File: src/rtl/branch_ctrl.sv
// Beta branch/jump control: classifies fetched instructions and steers the PC and Rc write-back.
// Optional BRANCH_STATS_EN adds saturating branch_count/taken_count statistics.
module branch_ctrl (
    input  logic        clk,
    input  logic        rst,
    input  logic        instr_valid,
    output logic        instr_ready,
    input  logic [31:0] instr,
    input  logic [31:0] pc_next_i,
    output logic [4:0]  ra_addr,
    input  logic [31:0] ra_data,
    output logic        pc_clk_en,
    output logic [1:0]  pcsel,
    output logic [15:0] offset,
    output logic [31:0] address,
    output logic        rc_we,
    output logic [4:0]  rc_addr,
    output logic [31:0] rc_data
`ifdef BRANCH_STATS_EN
    ,
    output logic [31:0] branch_count,
    output logic [31:0] taken_count
`endif
);

    localparam logic [1:0] FETCH   = 2'd0;
    localparam logic [1:0] ADVANCE = 2'd1;
    localparam logic [1:0] READ    = 2'd2;
    localparam logic [1:0] RESOLVE = 2'd3;

    localparam logic [5:0] OP_JMP = 6'h1B;
    localparam logic [5:0] OP_BEQ = 6'h1C;
    localparam logic [5:0] OP_BNE = 6'h1D;

    localparam logic [1:0] PCSEL_NORMAL = 2'b00;
    localparam logic [1:0] PCSEL_BEQ    = 2'b01;
    localparam logic [1:0] PCSEL_JMP    = 2'b10;
    localparam logic [1:0] PCSEL_BNE    = 2'b11;

    logic [1:0]  state;
    logic [31:0] instr_q;
    logic [31:0] pc_next_q;

    logic        accept;
    logic        in_is_ctrl;
    logic [5:0]  op_q;
    logic [4:0]  rc_q;
    logic [1:0]  pcsel_q;
    logic        taken;

    // NOTE: instr_ready is gated by rst combinationally so it drops the instant reset asserts,
    // not one edge later; everything else comes straight from flops.
    assign instr_ready = (state == FETCH) && !rst;
    assign accept      = instr_valid && instr_ready;
    assign in_is_ctrl  = (instr[31:26] == OP_JMP) || (instr[31:26] == OP_BEQ) ||
                         (instr[31:26] == OP_BNE);

    assign op_q = instr_q[31:26];
    assign rc_q = instr_q[25:21];

    always_comb begin
        pcsel_q = PCSEL_JMP;
        taken   = 1'b1;
        if (op_q == OP_BEQ) begin
            pcsel_q = PCSEL_BEQ;
            taken   = (ra_data == 32'd0);
        end else if (op_q == OP_BNE) begin
            pcsel_q = PCSEL_BNE;
            taken   = (ra_data != 32'd0);
        end
    end

    // NOTE: every flop here has an async reset; nothing is memory-like, so clearing all of it
    // costs nothing and guarantees no stale pulse survives reset release.
    always_ff @(posedge clk or posedge rst) begin
        if (rst) begin
            state     <= FETCH;
            instr_q   <= '0;
            pc_next_q <= '0;
            ra_addr   <= '0;
            pc_clk_en <= 1'b0;
            pcsel     <= PCSEL_NORMAL;
            offset    <= '0;
            address   <= '0;
            rc_we     <= 1'b0;
            rc_addr   <= '0;
            rc_data   <= '0;
        end else begin
            // NOTE: sequential state uses non-blocking assignments only, so every branch below
            // reads the pre-edge values regardless of statement order.
            case (state)
                FETCH: begin
                    if (accept) begin
                        instr_q   <= instr;
                        pc_next_q <= pc_next_i;
                        if (in_is_ctrl) begin
                            ra_addr <= instr[20:16];
                            state   <= READ;
                        end else begin
                            pc_clk_en <= 1'b1;
                            pcsel     <= PCSEL_NORMAL;
                            state     <= ADVANCE;
                        end
                    end
                end
                ADVANCE: begin
                    pc_clk_en <= 1'b0;
                    state     <= FETCH;
                end
                READ: begin
                    address   <= (op_q == OP_JMP) ? {ra_data[31:2], 2'b00} : ra_data;
                    pc_clk_en <= 1'b1;
                    pcsel     <= pcsel_q;
                    offset    <= instr_q[15:0];
                    rc_addr   <= rc_q;
                    rc_data   <= pc_next_q;
                    rc_we     <= (rc_q != 5'd31);
                    state     <= RESOLVE;
                end
                default: begin
                    pc_clk_en <= 1'b0;
                    rc_we     <= 1'b0;
                    state     <= FETCH;
                end
            endcase
        end
    end

`ifdef BRANCH_STATS_EN
    always_ff @(posedge clk or posedge rst) begin
        if (rst) begin
            branch_count <= '0;
            taken_count  <= '0;
        end else if (state == READ) begin
            if (branch_count != 32'hFFFF_FFFF) branch_count <= branch_count + 32'd1;
            if (taken && taken_count != 32'hFFFF_FFFF) taken_count <= taken_count + 32'd1;
        end
    end
`endif

endmodule

File: config.mk
export PLATFORM = sky130hd
export DESIGN_NAME = branch_ctrl
export DESIGN_NICKNAME = d
export VERILOG_FILES = /design/src/rtl/branch_ctrl.sv
export SDC_FILE = /design/constraint.sdc
export NUM_CORES = 1
export LEC_CHECK = 0
export ABC_AREA = 1
export CELL_PAD_IN_SITES_DETAIL_PLACEMENT = 1
export CELL_PAD_IN_SITES_GLOBAL_PLACEMENT = 1
export CORE_MARGIN = 8
export CORE_UTILIZATION = 30
export DETAILED_ROUTE_END_ITERATION = 16
export GPL_TIMING_DRIVEN = 1
export HOLD_SLACK_MARGIN = 0.1
export PLACE_DENSITY_LB_ADDON = 0.1
export SYNTH_ARGS = -nofsm -noshare
export SYNTH_HDL_FRONTEND = slang
export SYNTH_SLANG_ARGS = --single-unit
File: constraint.sdc
create_clock -name clk -period 6 [get_ports clk]
set_clock_uncertainty 0.1 [all_clocks]
set_input_delay 0.9 -clock clk [delete_from_list [all_inputs] [get_ports clk]]
set_output_delay 0.9 -clock clk [all_outputs]
set_load 0.01 [all_outputs]
==> impl.org, run 1 <==
** Run status
- The flow ran to the end, and the final reports show no timing, DRC or antenna violations.

** Finish
- Post-layout nets :: 943
- Layout cells sized above 1 :: 0.04551
- From synthesis to final layout, the design area changed by 46.87%.
- Ant. Diodes :: 0
- Count of non-filler cells in the finished layout :: between 1000 and 1500

** Synth
- Flip-flop and latch count after synthesis :: 155
- Post-synthesis sequential area ratio :: 0.6580
- Number of nets produced by synthesis :: roughly 760
- Number of warnings issued by yosys :: 0
- Number of library cell types mapped by synthesis :: 19
- Synthesized area :: roughly 0.0059 sq mm
- The average instance in the mapped netlist occupies 8.944 sq um.
- Synthesized instance count :: 659

** Floorplanning
- 194 I/O pins were placed.
- The die is around 160 um tall.
- For this configuration, the core starts out at a cell density of 0.3039.
- The die covers 0.02439 sq mm.
- Core Region :: 0.01940 sq mm
- The floorplan step set the die width to 156.2 um.
- After floorplanning, the core was divided into 51 placement rows.

** Global route
- For this run, the total global-route usage over all layers was measured as 0.1528.
- Entering global routing, the biggest net connects 90 pins.
- Via count of the first global-routing pass :: 5536
- Total gr overflow :: 0
- Global-route wire length before repair :: 29.30 mm
- The initial antenna violation count came to 0.

** Critical path
- The most numerous cell type found on the critical path is clkdlybuf4s50_1.
- Along the worst path, the maximum fanout reaches 84.
- In this run the number of cells on the critical path is 5.
- Biggest cell delay along the critical path :: 0.55 ns
- CP Class :: input pin to output pin
- STA puts the critical path data required time at 5.00 ns.
- CP Buf/Inv Count :: 4
- Type of element launching the critical path :: input pin
- The worst setup path is captured at an output pin.
- Critical-path cell list :: clkdlybuf4s50_1, inv_6, nand2_1, inv_1, clkdlybuf4s50_1
- For the worst setup path, the data arrival time is about 2.8 ns.
- Depth of the most critical reg-to-reg path :: 6
- Cell with the largest stage delay on the worst path :: inv_6
- CP top delay family :: buffers and inverters

** STA
- Setup repair after global routing left no endpoint under its margin.
- Pins over their slew limit :: 0
- Setup violations remaining at the end of the flow were counted as 0.
- Measured slew at the worst slew-check pin :: 0.9394 ns
- Max-slew headroom at the worst pin :: 0.3737
- Static timing analysis puts the maximum clock frequency at 260.2 MHz.
- The smallest clock period supported by the final layout is computed as 3.843 ns.
- After routing, the total negative slack on setup checks comes to 0 ns.
- Share of the clock period used by the worst path after layout :: 0.6405
- The hold violation count in the final report was 0.

** Drt
- DRT iter0 DRCs :: 213
- For this run, the detailed router's first-pass iteration total came to 4.
- Average vias per placed instance :: 4.372
- After detailed routing, the average wire length per cell comes to 15.97 um.
- Routed wire length :: between 15 and 20 mm
- The routed layout has 4905 vias.
- Number of nets still failing antenna checks after routing :: 0
- Total DRC errors in the routed layout :: 0

** Pwr
- Dividing total power by cell area gives a power density of between 400 and 500 mW/mm^2.
- The worst-case IR drop observed on VDD is 0.0001957 V.
- Leakage :: 4.242 nW

** CTS
- The clock tree synthesis step divided the H-tree into 4 levels.
- Worst skew pair latency :: between 0.4 and 0.5 ns
- Clock sink count :: 155
- Post-CTS setup buffers :: 0
- The tree is rooted in a clkbuf_16.
- Post-CTS repair changed the size of 0 cells.
- Clock-pin slew was measured on the worst setup and hold paths at 0.06 ns.
- In this run the deepest clock path goes through 2 buffers.
- TritonCTS clock tree :: yes
- The number of hold buffers added after CTS was 0.
- The number of clock buffers added by TritonCTS is 17.

** Placement
- In this run, placement finished with an instance count of 1090.
- Detailed placement ended at an HPWL of 12.04 mm.
- At the end of routability-driven placement, the weighted congestion stood at 0.7445.
- In this run the tool buffered the top-level ports with approximately 190 buffer cells.

** Worst hold path
- The worst hold path was traced through 2 stages.
- Path type of the worst min-delay path :: register to register

** Flow run
- The tool flagged a number of max-cap violations equal to 0.
==> layer usage <==
| layer | wire (um) | global-route usage | up-vias |
|---|---|---|---|
| met3 | 1173 | 0.04654 | 14 |
| met1 | 7858 | 0.1794 | 2381 |
| met5 | 0 | 0 | - |
| met2 | 8682 | 0.2629 | 140 |
| met4 | 198 | 0.04805 | 0 |
| li1 | - | - | 2370 |
==> placed cells by master (no fill, tap or decap) <==
master and count:
nand3_2 1, nor2_4 2, clkinv_4 2, inv_2 1, clkbuf_1 4, clkinvlp_4 3, o21ai_0 35, o21a_1 1
inv_6 1, inv_1 27, clkdlybuf4s50_1 193, o21ai_1 1, nand3_1 8, bufinv_16 4, clkinv_2 3, nor2_1 4
nor3_1 1, clkbuf_16 17, buf_4 4, nand4_1 2, o211ai_1 1, nor2_2 1, dfrtp_1 155, nand2_1 386
==> final timing paths <==
kind	from	slack (ns)	to
min in group asynchronous	rst	0.90	rc_data[16]
setup / recovery	rst	2.16	instr_ready
setup reg to reg	state[0]	3.26	offset[11]
hold reg to reg	pc_next_q[12]	0.37	pc_next_q[12]
hold / removal	pc_next_q[12]	0.37	pc_next_q[12]
max in group asynchronous	rst	3.45	pc_next_q[27]
==> Yosys cell counts <==
cell / count / area (sq um)
nand3_1: 8 / 40.04
nor2_4: 1 / 11.26
nor3_1: 1 / 5.000
nor2_1: 5 / 18.77
clkbuf_1: 7 / 26.28
nand2_1: 386 / 1449
nand3_2: 1 / 10.01
o21a_1: 1 / 7.510
o21ai_0: 35 / 175.2
dfrtp_1: 155 / 3879
buf_2: 22 / 110.1
nand4_1: 2 / 12.51
inv_1: 28 / 105.1
inv_2: 2 / 7.510
o211ai_1: 1 / 7.510
nor2_2: 1 / 6.260
buf_4: 1 / 7.510
o21ai_1: 1 / 5.000
buf_6: 1 / 11.26
==> flip-flops by register name, summed over array words and instances (netlist names) <==
register   count
address       32
pc_next_q     32
rc_data       32
instr_q       27
offset        16
ra_addr        5
rc_addr        5
pcsel          2
state          2
pc_clk_en      1
rc_we          1
==> worst min-delay path: cells and delay by family (launching register included) <==
| kind | cells | cell delay (ns) |
|---|---|---|
| simple gates | 2 | 0.10 |
| flops | 1 | 0.34 |
==> kinds of logic after synthesis <==
| family | count (synthesis) | share of synthesized area |
|---|---|---|
| simple gates | 405 | 0.2634 |
| flops | 155 | 0.6580 |
| buf+inv | 61 | 0.04543 |
| compound gates | 38 | 0.03311 |
==> per-stage QoR <==
step	power (mW)	hold WS (ns)	setup WS [ns]	instance area [sq um]	utilization
2_1_floorplan	2.060	0.3422	0.1352	5894	-
5_1_grt	4.223	0.3917	1.942	8657	0.4463
6_report	3.964	0.3682	2.157	8657	0.4463
3_5_place_dp	2.886	0.3581	2.095	8046	0.4148
3_3_place_gp	2.837	0.3526	2.113	8046	0.4148
4_1_cts	4.035	0.3735	2.084	8657	0.4463
==> power breakdown <==
group | internal [mW] | switching [mW] | total, mW
Clock | 0.697 | 0.429 | 1.13
Sequential | 1.41 | 0.210 | 1.62
Combinational | 0.670 | 0.549 | 1.22
==> final cells by class <==
class	count	area (sq um)
fillers	2282	10740
flip-flops and latches	155	3879
repair buffers	197	1962
multi-input cells	443	1755
clock buffers	21	440.4
well taps	265	331.6
clock inverters	11	170.2
inverters	30	118.9
Note: power is estimated with default switching activity, not from simulation.
==> run 2: changes to the inputs <==
==> constraint.sdc (replaced) <==
create_clock -name clk -period 3.5 [get_ports clk]
set_clock_uncertainty 0.1 [all_clocks]
set_input_delay 0.525 -clock clk [delete_from_list [all_inputs] [get_ports clk]]
set_output_delay 0.525 -clock clk [all_outputs]
set_load 0.01 [all_outputs]
==> impl.org, run 2 (synthesis results as in run 1) <==
** Run status
- Status: finished, final reports clean (unchanged).

** Drt
- Number of nets still failing antenna checks after routing :: 0 (unchanged)
- Wirelength per Cell :: 16.10 um (was 15.97 um)
- Total DRC errors in the routed layout :: 0 (unchanged)
- The ratio of routed vias to standard cells came to 4.328 (was 4.372).
- The total wirelength of the detailed-routed design is 18.05 mm (was 17.91 mm).
- The DRC marker count from the first detailed-route iteration is 177 (was 213).
- Vias after detailed routing :: 4852 (was 4905)
- The first-pass iteration count of the detailed router came to 4 (unchanged).

** Placement
- Quantity of I/O buffers inserted on ports :: 193 (unchanged)
- The HPWL after detailed placement is 12.44 mm (was 12.04 mm).
- Placed Instance Area :: 0.008103 sq mm (was 0.008046 sq mm)
- The final RePlAce weighted congestion was 0.7163 (was 0.7445).
- Post-placement setup slack :: 0.7579 ns (was 2.095 ns)

** Finish
- Synth-to-layout area growth :: 48.44% (was 46.87%)
- Highest-count cells in the layout ignoring fill and taps: nand2_1 (385), clkdlybuf4s50_1 (193), dfrtp_1 (155) (was nand2_1 (386), clkdlybuf4s50_1 (193), dfrtp_1 (155)).
- Post-layout nets :: 944 (was 943)
- Ant. Diodes :: 0 (unchanged)
- The fraction of layout instances using a drive strength above 1 is 0.05374 (was 0.04551).
- Share of the core filled with cells in the final layout :: 0.4510 (was 0.4463)
- Fill count :: 2283 (was 2282)
- Most common cell after layout, fill and taps aside :: nand2_1 (unchanged)
- The post-route cell area was 0.008750 sq mm (was 0.008657 sq mm).
- Top flop regs :: address x32, pc_next_q x32, rc_data x32 (unchanged)

** STA
- Measured slew at the worst slew-check pin :: 0.8587 ns (was 0.9394 ns)
- Subtracting the final worst setup slack from the clock period gives 2.570 ns.
- The worst hold slack after final layout came to 0.3678 ns (was 0.3682 ns).
- Number of hold-slack violations in the final timing report :: 0 (unchanged)
- The count of final max-slew check failures is 0 (unchanged).
- The worst slew margin relative to its limit was 0.4275 (was 0.3737).
- Endpoints failing setup :: 0 (unchanged)
- Share of the clock period used by the worst path after layout :: 0.7343
- RSZ-0062 raised after global routing: false (unchanged).
- Maximum clock rate :: 389.1 MHz
- Total Neg Setup Slack :: 0 ns (unchanged)
- Worst path setup slack after routing :: 0.9298 ns (was 2.157 ns)

** Critical path
- The most frequent cell on the critical path was clkdlybuf4s50_1 (unchanged).
- The end of the worst register-to-register path was ra_addr[3] (was offset[11]).
- CP Buf/Inv Count :: 4 (unchanged)
- Critical-path cell list :: clkdlybuf4s50_1, clkinvlp_4, nand2_1, inv_2, clkdlybuf4s50_1 (was clkdlybuf4s50_1, inv_6, nand2_1, inv_1, clkdlybuf4s50_1)
- The endpoint required time on the critical path came to 2.87 ns (was 5.00 ns).
- Cell with the largest stage delay on the worst path :: clkdlybuf4s50_1 (was inv_6)
- Type of element launching the critical path :: input pin (unchanged)
- Register-to-register path setup slack :: 1.39 ns (was 3.26 ns)
- The worst reg-to-reg path cell count came to 7 (was 6).
- Crit end category :: output pin (unchanged)
- CP max FO :: 2 (was 84)
- The type of the worst setup path is input pin to output pin (unchanged).
- The largest incremental delay on the critical path is 0.52 ns (was 0.55 ns).
- The reg-to-reg startpoint is state[0] (unchanged).
- The data arrival time of the worst path came to 1.95 ns (was 2.84 ns).
- The kind of cell with the highest combined delay on the critical path is buffers and inverters (unchanged).

** Floorplanning
- The vertical extent of the die came to 156.2 um (unchanged).
- Core Region :: 0.01940 sq mm (unchanged)
- Die Span X :: 156.2 um (unchanged)
- The number of core rows came to 51 (unchanged).
- Overall die area :: 0.02439 sq mm (unchanged)
- Effective utilization at floorplan :: 0.3039 (unchanged)
- Io pins :: 194 (unchanged)

** Global route
- Antenna violations before repair :: 0 (unchanged)
- The wire length of the first global-routing pass is 29.24 mm (was 29.30 mm).
- Via count of the first global-routing pass :: 5326 (was 5536)
- Gr usage total :: 0.1525 (was 0.1528)
- Pin count of the biggest net entering global routing :: 156 (was 90)
- The total overflow reported by the global router was 0 (unchanged).

** Worst hold path
- Path type of the worst min-delay path :: register to register (unchanged)
- Worst hold stages :: 2 (unchanged)
- The startpoint of the tightest hold check path was rc_data[29] (was pc_next_q[12]).
- Sink of the worst hold path :: rc_data[29] (was pc_next_q[12])

** CTS
- The number of hold buffers added after CTS was 0 (unchanged).
- The root buffer cell is clkbuf_16 (unchanged).
- TritonCTS buffer count :: 17 (unchanged)
- Clk buf depth :: 2 (unchanged)
- Clock sink count :: 155 (unchanged)
- The number of H-tree levels was 4 (unchanged).
- Worst skew pair latency :: 0.42 ns (about the same)
- The post-cts resize count came to 0 (unchanged).
- CTS clock-pin slew for the worst setup and hold paths :: 0.06 ns (about the same)
- TritonCTS clock tree :: yes (unchanged)
- The number of buffers inserted by post-CTS setup repair was 0 (unchanged).

** Pwr
- Switching component of the power :: 2.019 mW (was 1.189 mW)
- Cell internal power dissipation :: 4.867 mW (was 2.776 mW)
- The worst IR drop on VDD was 0.0003386 V (was 0.0001957 V).
- Power density relative to cell area :: 787.0 mW/mm^2 (was 457.9 mW/mm^2)
- The leakage power figure is 4.283 nW (was 4.242 nW).
- Sequential power share :: 0.404 (was 0.409)
- Gate power share :: 0.303 (was 0.308)
- Clock power share :: 0.293 (was 0.284)
- The net switching fraction of the power came to 0.2932 (was 0.2998).

** Flow run
- Max_cap viols :: 0 (unchanged)
## run 2: cell types whose count changed in the layout (fill, tap and decap cells not counted), moves of 2 or more
cell	previous run	this run
o21ai_1	1	8
nand3_1	8	6
buf_12	0	2
clkbuf_8	0	2
clkbuf_1	4	0
o21ai_0	35	28
## run 2: routing by layer
layer	global-route usage	up-vias	routed length [um]
met5	0	-	0
met4	0.04394	0	184
met3	0.04238	14	1034
met2	0.2496	136	8605
met1	0.1936	2331	8227
li1	-	2371	-
## run 2: tightest hold or removal path: stages (launching register included)
cell,delay (ns)
dfrtp_1,0.34
nand2_1,0.05
nand2_1,0.04
## run 2: worst max path at each step
| stage | from | end | slack [ns] | cells after the start |
|---|---|---|---|---|
| 2_1_floorplan | rst | instr_ready | -0.43 | 3 |
| 3_3_place_gp | rst | ra_addr[3] | 0.83 | 8 |
| 3_5_place_dp | rst | ra_addr[2] | 0.76 | 8 |
| 4_1_cts | rst | instr_ready | 0.89 | 5 |
| 5_1_grt | rst | instr_ready | 0.84 | 5 |
| 6_report | rst | instr_ready | 0.93 | 5 |
## run 2: cell type report
| class | instances | area [sq um] | share of cell area |
|---|---|---|---|
| clock buffers | 19 | 452.9 | 0.05177 |
| clock inverters | 11 | 193.9 | 0.02217 |
| inverters | 30 | 117.6 | 0.01344 |
| multi-input cells | 443 | 1780 | 0.2035 |
| flip-flops and latches | 155 | 3879 | 0.4433 |
| well taps | 265 | 331.6 | 0.03790 |
| repair buffers | 198 | 1994 | 0.2279 |
## run 2: through the flow
step           power, mW  cells
5_1_grt            7.326   1121
2_1_floorplan      3.542    659
3_5_place_dp       4.962   1091
6_report           6.886   1121
4_1_cts            7.018   1121
3_3_place_gp       4.878   1091
## run 2: power groups by stage
stage,Sequential (mW),Clock (mW),Combinational (mW)
after floorplan,2.97,0,0.567
final,2.78,2.01,2.09
after CTS,2.80,2.07,2.15
after detailed placement,2.82,0,2.14
after global placement,2.79,0,2.08
after global routing,2.87,2.15,2.30
==> run 3: changes to the inputs <==
==> constraint.sdc (replaced) <==
create_clock -name clk -period 2.15 [get_ports clk]
set_clock_uncertainty 0.1 [all_clocks]
set_input_delay 0.3225 -clock clk [delete_from_list [all_inputs] [get_ports clk]]
set_output_delay 0.3225 -clock clk [all_outputs]
set_load 0.01 [all_outputs]
==> impl.org, run 3 (synthesis results as in run 1) <==
** Run status
- Status :: finished, final reports clean (unchanged)

** Critical path
- Critical-path cell list :: clkdlybuf4s50_1 (was clkdlybuf4s50_1, clkinvlp_4, nand2_1, inv_2, clkdlybuf4s50_1)
- Number of gates on the worst path with buffers counted :: 1 (was 5)
- The type of the worst setup path was register to output pin (was input pin to output pin).
- Cell with the largest stage delay on the worst path :: clkdlybuf4s50_1 (unchanged)
- The worst reg-to-reg setup slack is 0.62 ns (was 1.39 ns).
- The worst reg-to-reg path cell count was 7 (unchanged).
- Type of element launching the critical path :: register (was input pin)
- Crit end category :: output pin (unchanged)
- CP Buf/Inv Count :: 1 (was 4)
- The endpoint required time on the critical path is 1.73 ns (was 2.87 ns).
- The kind of cell with the highest combined delay on the critical path was buffers and inverters (unchanged).
- The largest incremental delay on the critical path was 0.56 ns (was 0.52 ns).
- Worst path arrival time :: 1.37 ns (was 1.95 ns)
- CP max FO :: 2 (unchanged)

** Global route
- Total gr overflow :: 0 (unchanged)
- The via count of the first global-routing pass was 5643 (was 5326).
- Gr usage total :: 0.1534 (was 0.1525)
- The initial antenna violation count was 2 (was 0).
- Pin count of the biggest net entering global routing :: 78 (was 156)
- Global-route wire length before repair :: 29.68 mm (was 29.24 mm)

** Floorplanning
- The starting density of the core came to 0.3039 (unchanged).
- The number of core rows was 51 (unchanged).
- Core Region :: 0.01940 sq mm (unchanged)
- The number of primary I/O pins was 194 (unchanged).
- Overall die area :: 0.02439 sq mm (unchanged)
- The vertical extent of the die came to 156.2 um (unchanged).
- The chip width came to 156.2 um (unchanged).

** STA
- Number of hold-slack violations in the final timing report :: 0 (unchanged)
- Derived from the worst setup path, the maximum achievable clock frequency is 557.6 MHz.
- The count of final setup violators came to 0 (unchanged).
- Pins over their slew limit :: 0 (unchanged)
- Share of the clock period used by the worst path after layout :: 0.8342
- The actual transition at the worst max-transition pin is 0.8532 ns (was 0.8587 ns).
- Max-slew headroom at the worst pin :: 0.4312 (was 0.4275)
- RSZ-0062 raised after global routing: false (unchanged).
- The worst path needs around 1.8 ns of the cycle, external delays included.
- Worst-case hold slack :: 0.3181 ns (was 0.3678 ns)

** Pwr
- Overall power of the completed layout :: 10.82 mW (was 6.886 mW)
- The leakage power figure is 4.289 nW (was 4.283 nW).
- Maximum vdd ir drop :: 0.0005773 V (was 0.0003386 V)
- Power density relative to cell area :: 1237 mW/mm^2 (was 787.0 mW/mm^2)

** CTS
- Worst skew pair latency :: 0.42 ns (about the same)
- H-tree levels :: 4 (unchanged)
- Clk buf depth :: 2 (unchanged)
- The TritonCTS clock tree is yes (unchanged).
- Root Buffer :: clkbuf_16 (unchanged)
- CTS clock-pin slew for the worst setup and hold paths :: 0.06 ns (about the same)
- The number of hold buffers added after CTS came to 0 (unchanged).
- The clock sink total is 155 (unchanged).
- TritonCTS buffer count :: 17 (unchanged)

** Drt
- The detailed-route via count is 4922 (was 4852).
- Average vias per placed instance :: 4.352 (was 4.328)
- DRT iter0 DRCs :: 177 (unchanged)
- The number of DRC violations after detailed routing was 0 (unchanged).
- The post-detailed-route count of antenna-violating nets is 0 (unchanged).
- The average routed wire per standard cell came to 16.03 um (was 16.10 um).
- The first-pass iteration count of the detailed router was 4 (unchanged).
- Routed wire length :: 18.13 mm (was 18.05 mm)

** Finish
- Count of non-filler cells in the finished layout :: 1131 (was 1121)
- Top flop regs :: address x32, pc_next_q x32, rc_data x32 (unchanged)
- Most common cell after layout, fill and taps aside :: nand2_1 (unchanged)
- The net count of the finished layout is 952 (was 944).
- The fraction of layout instances using a drive strength above 1 came to 0.06005 (was 0.05374).
- Ant. Diodes :: 0 (unchanged)
- Highest-count cells in the layout ignoring fill and taps: nand2_1 (385), clkdlybuf4s50_1 (192), dfrtp_1 (155) (was nand2_1 (385), clkdlybuf4s50_1 (193), dfrtp_1 (155)).
- The total of fill cells in the finished design came to 2257 (was 2283).
- The final cell utilization of the core was 0.4509 (was 0.4510).
- Synth-to-layout area growth :: 48.38% (was 48.44%)

** Placement
- Placed wire-length estimate :: 12.74 mm (was 12.44 mm)
- Placed cell count :: 1098 (was 1091)
- The final RePlAce weighted congestion came to 0.7367 (was 0.7163).
- The count of buffers inserted at the top-level ports is 193 (unchanged).

** Worst hold path
- Path type of the worst min-delay path :: input pin to asynchronous set/reset pin (was register to register)

** Flow run
- Max_cap viols :: 0 (unchanged)
-- run 3: worst paths after layout --
kind                             start           to
min                                rst  rc_data[27]
max in group asynchronous          rst  address[31]
max                              rc_we        rc_we
min in group clk             instr[16]   ra_addr[0]
min reg2reg                address[22]  address[22]
max reg2reg                   state[0]   ra_addr[4]
-- run 3: timing repair --
item,CTS,global route
buffers inserted,1,0
gates resized for setup,1,2
setup endpoints to repair,1,1
-- run 3: layout make-up --
type                            count  area, sq um  area share
Timing Repair Buffer              206         2095      0.2395
Clock inverter                     12        116.4     0.01330
Tap cell                          265        331.6     0.03791
Inverter                           30        117.6     0.01345
Clock buffer                       20        446.7     0.05107
Sequential cell                   155         3879      0.4435
Multi-Input combinational cell    443         1760      0.2013
-- run 3: layer usage --
metal	vias up	wire, um	global-route usage
met5	-	27	0
li1	2382	-	-
met4	4	295	0.05263
met3	27	1338	0.05152
met1	2367	7923	0.1787
met2	142	8549	0.2600
-- run 3: power breakdown --
part           switching, mW  internal, mW
sequential             0.585          3.93
combinational           1.53          1.90
clock                   1.23          1.63
-- run 3: per-stage QoR --
stage | TNS [ns] | worst slack [ns] | instance area (sq um)
after floorplan | -137.48 | -1.486 | 5916
after global placement | -4.046 | -0.06747 | 8168
after detailed placement | -7.723 | -0.1240 | 8168
after CTS | 0 | 0.01714 | 8741
after global routing | 0 | 0.1206 | 8746
final | 0 | 0.3565 | 8746
-- run 3: worst min-delay path, stage by stage --
cell	delay (ns)
clkdlybuf4s50_1	0.45
clkinvlp_4	0.10
buf_4	0.38
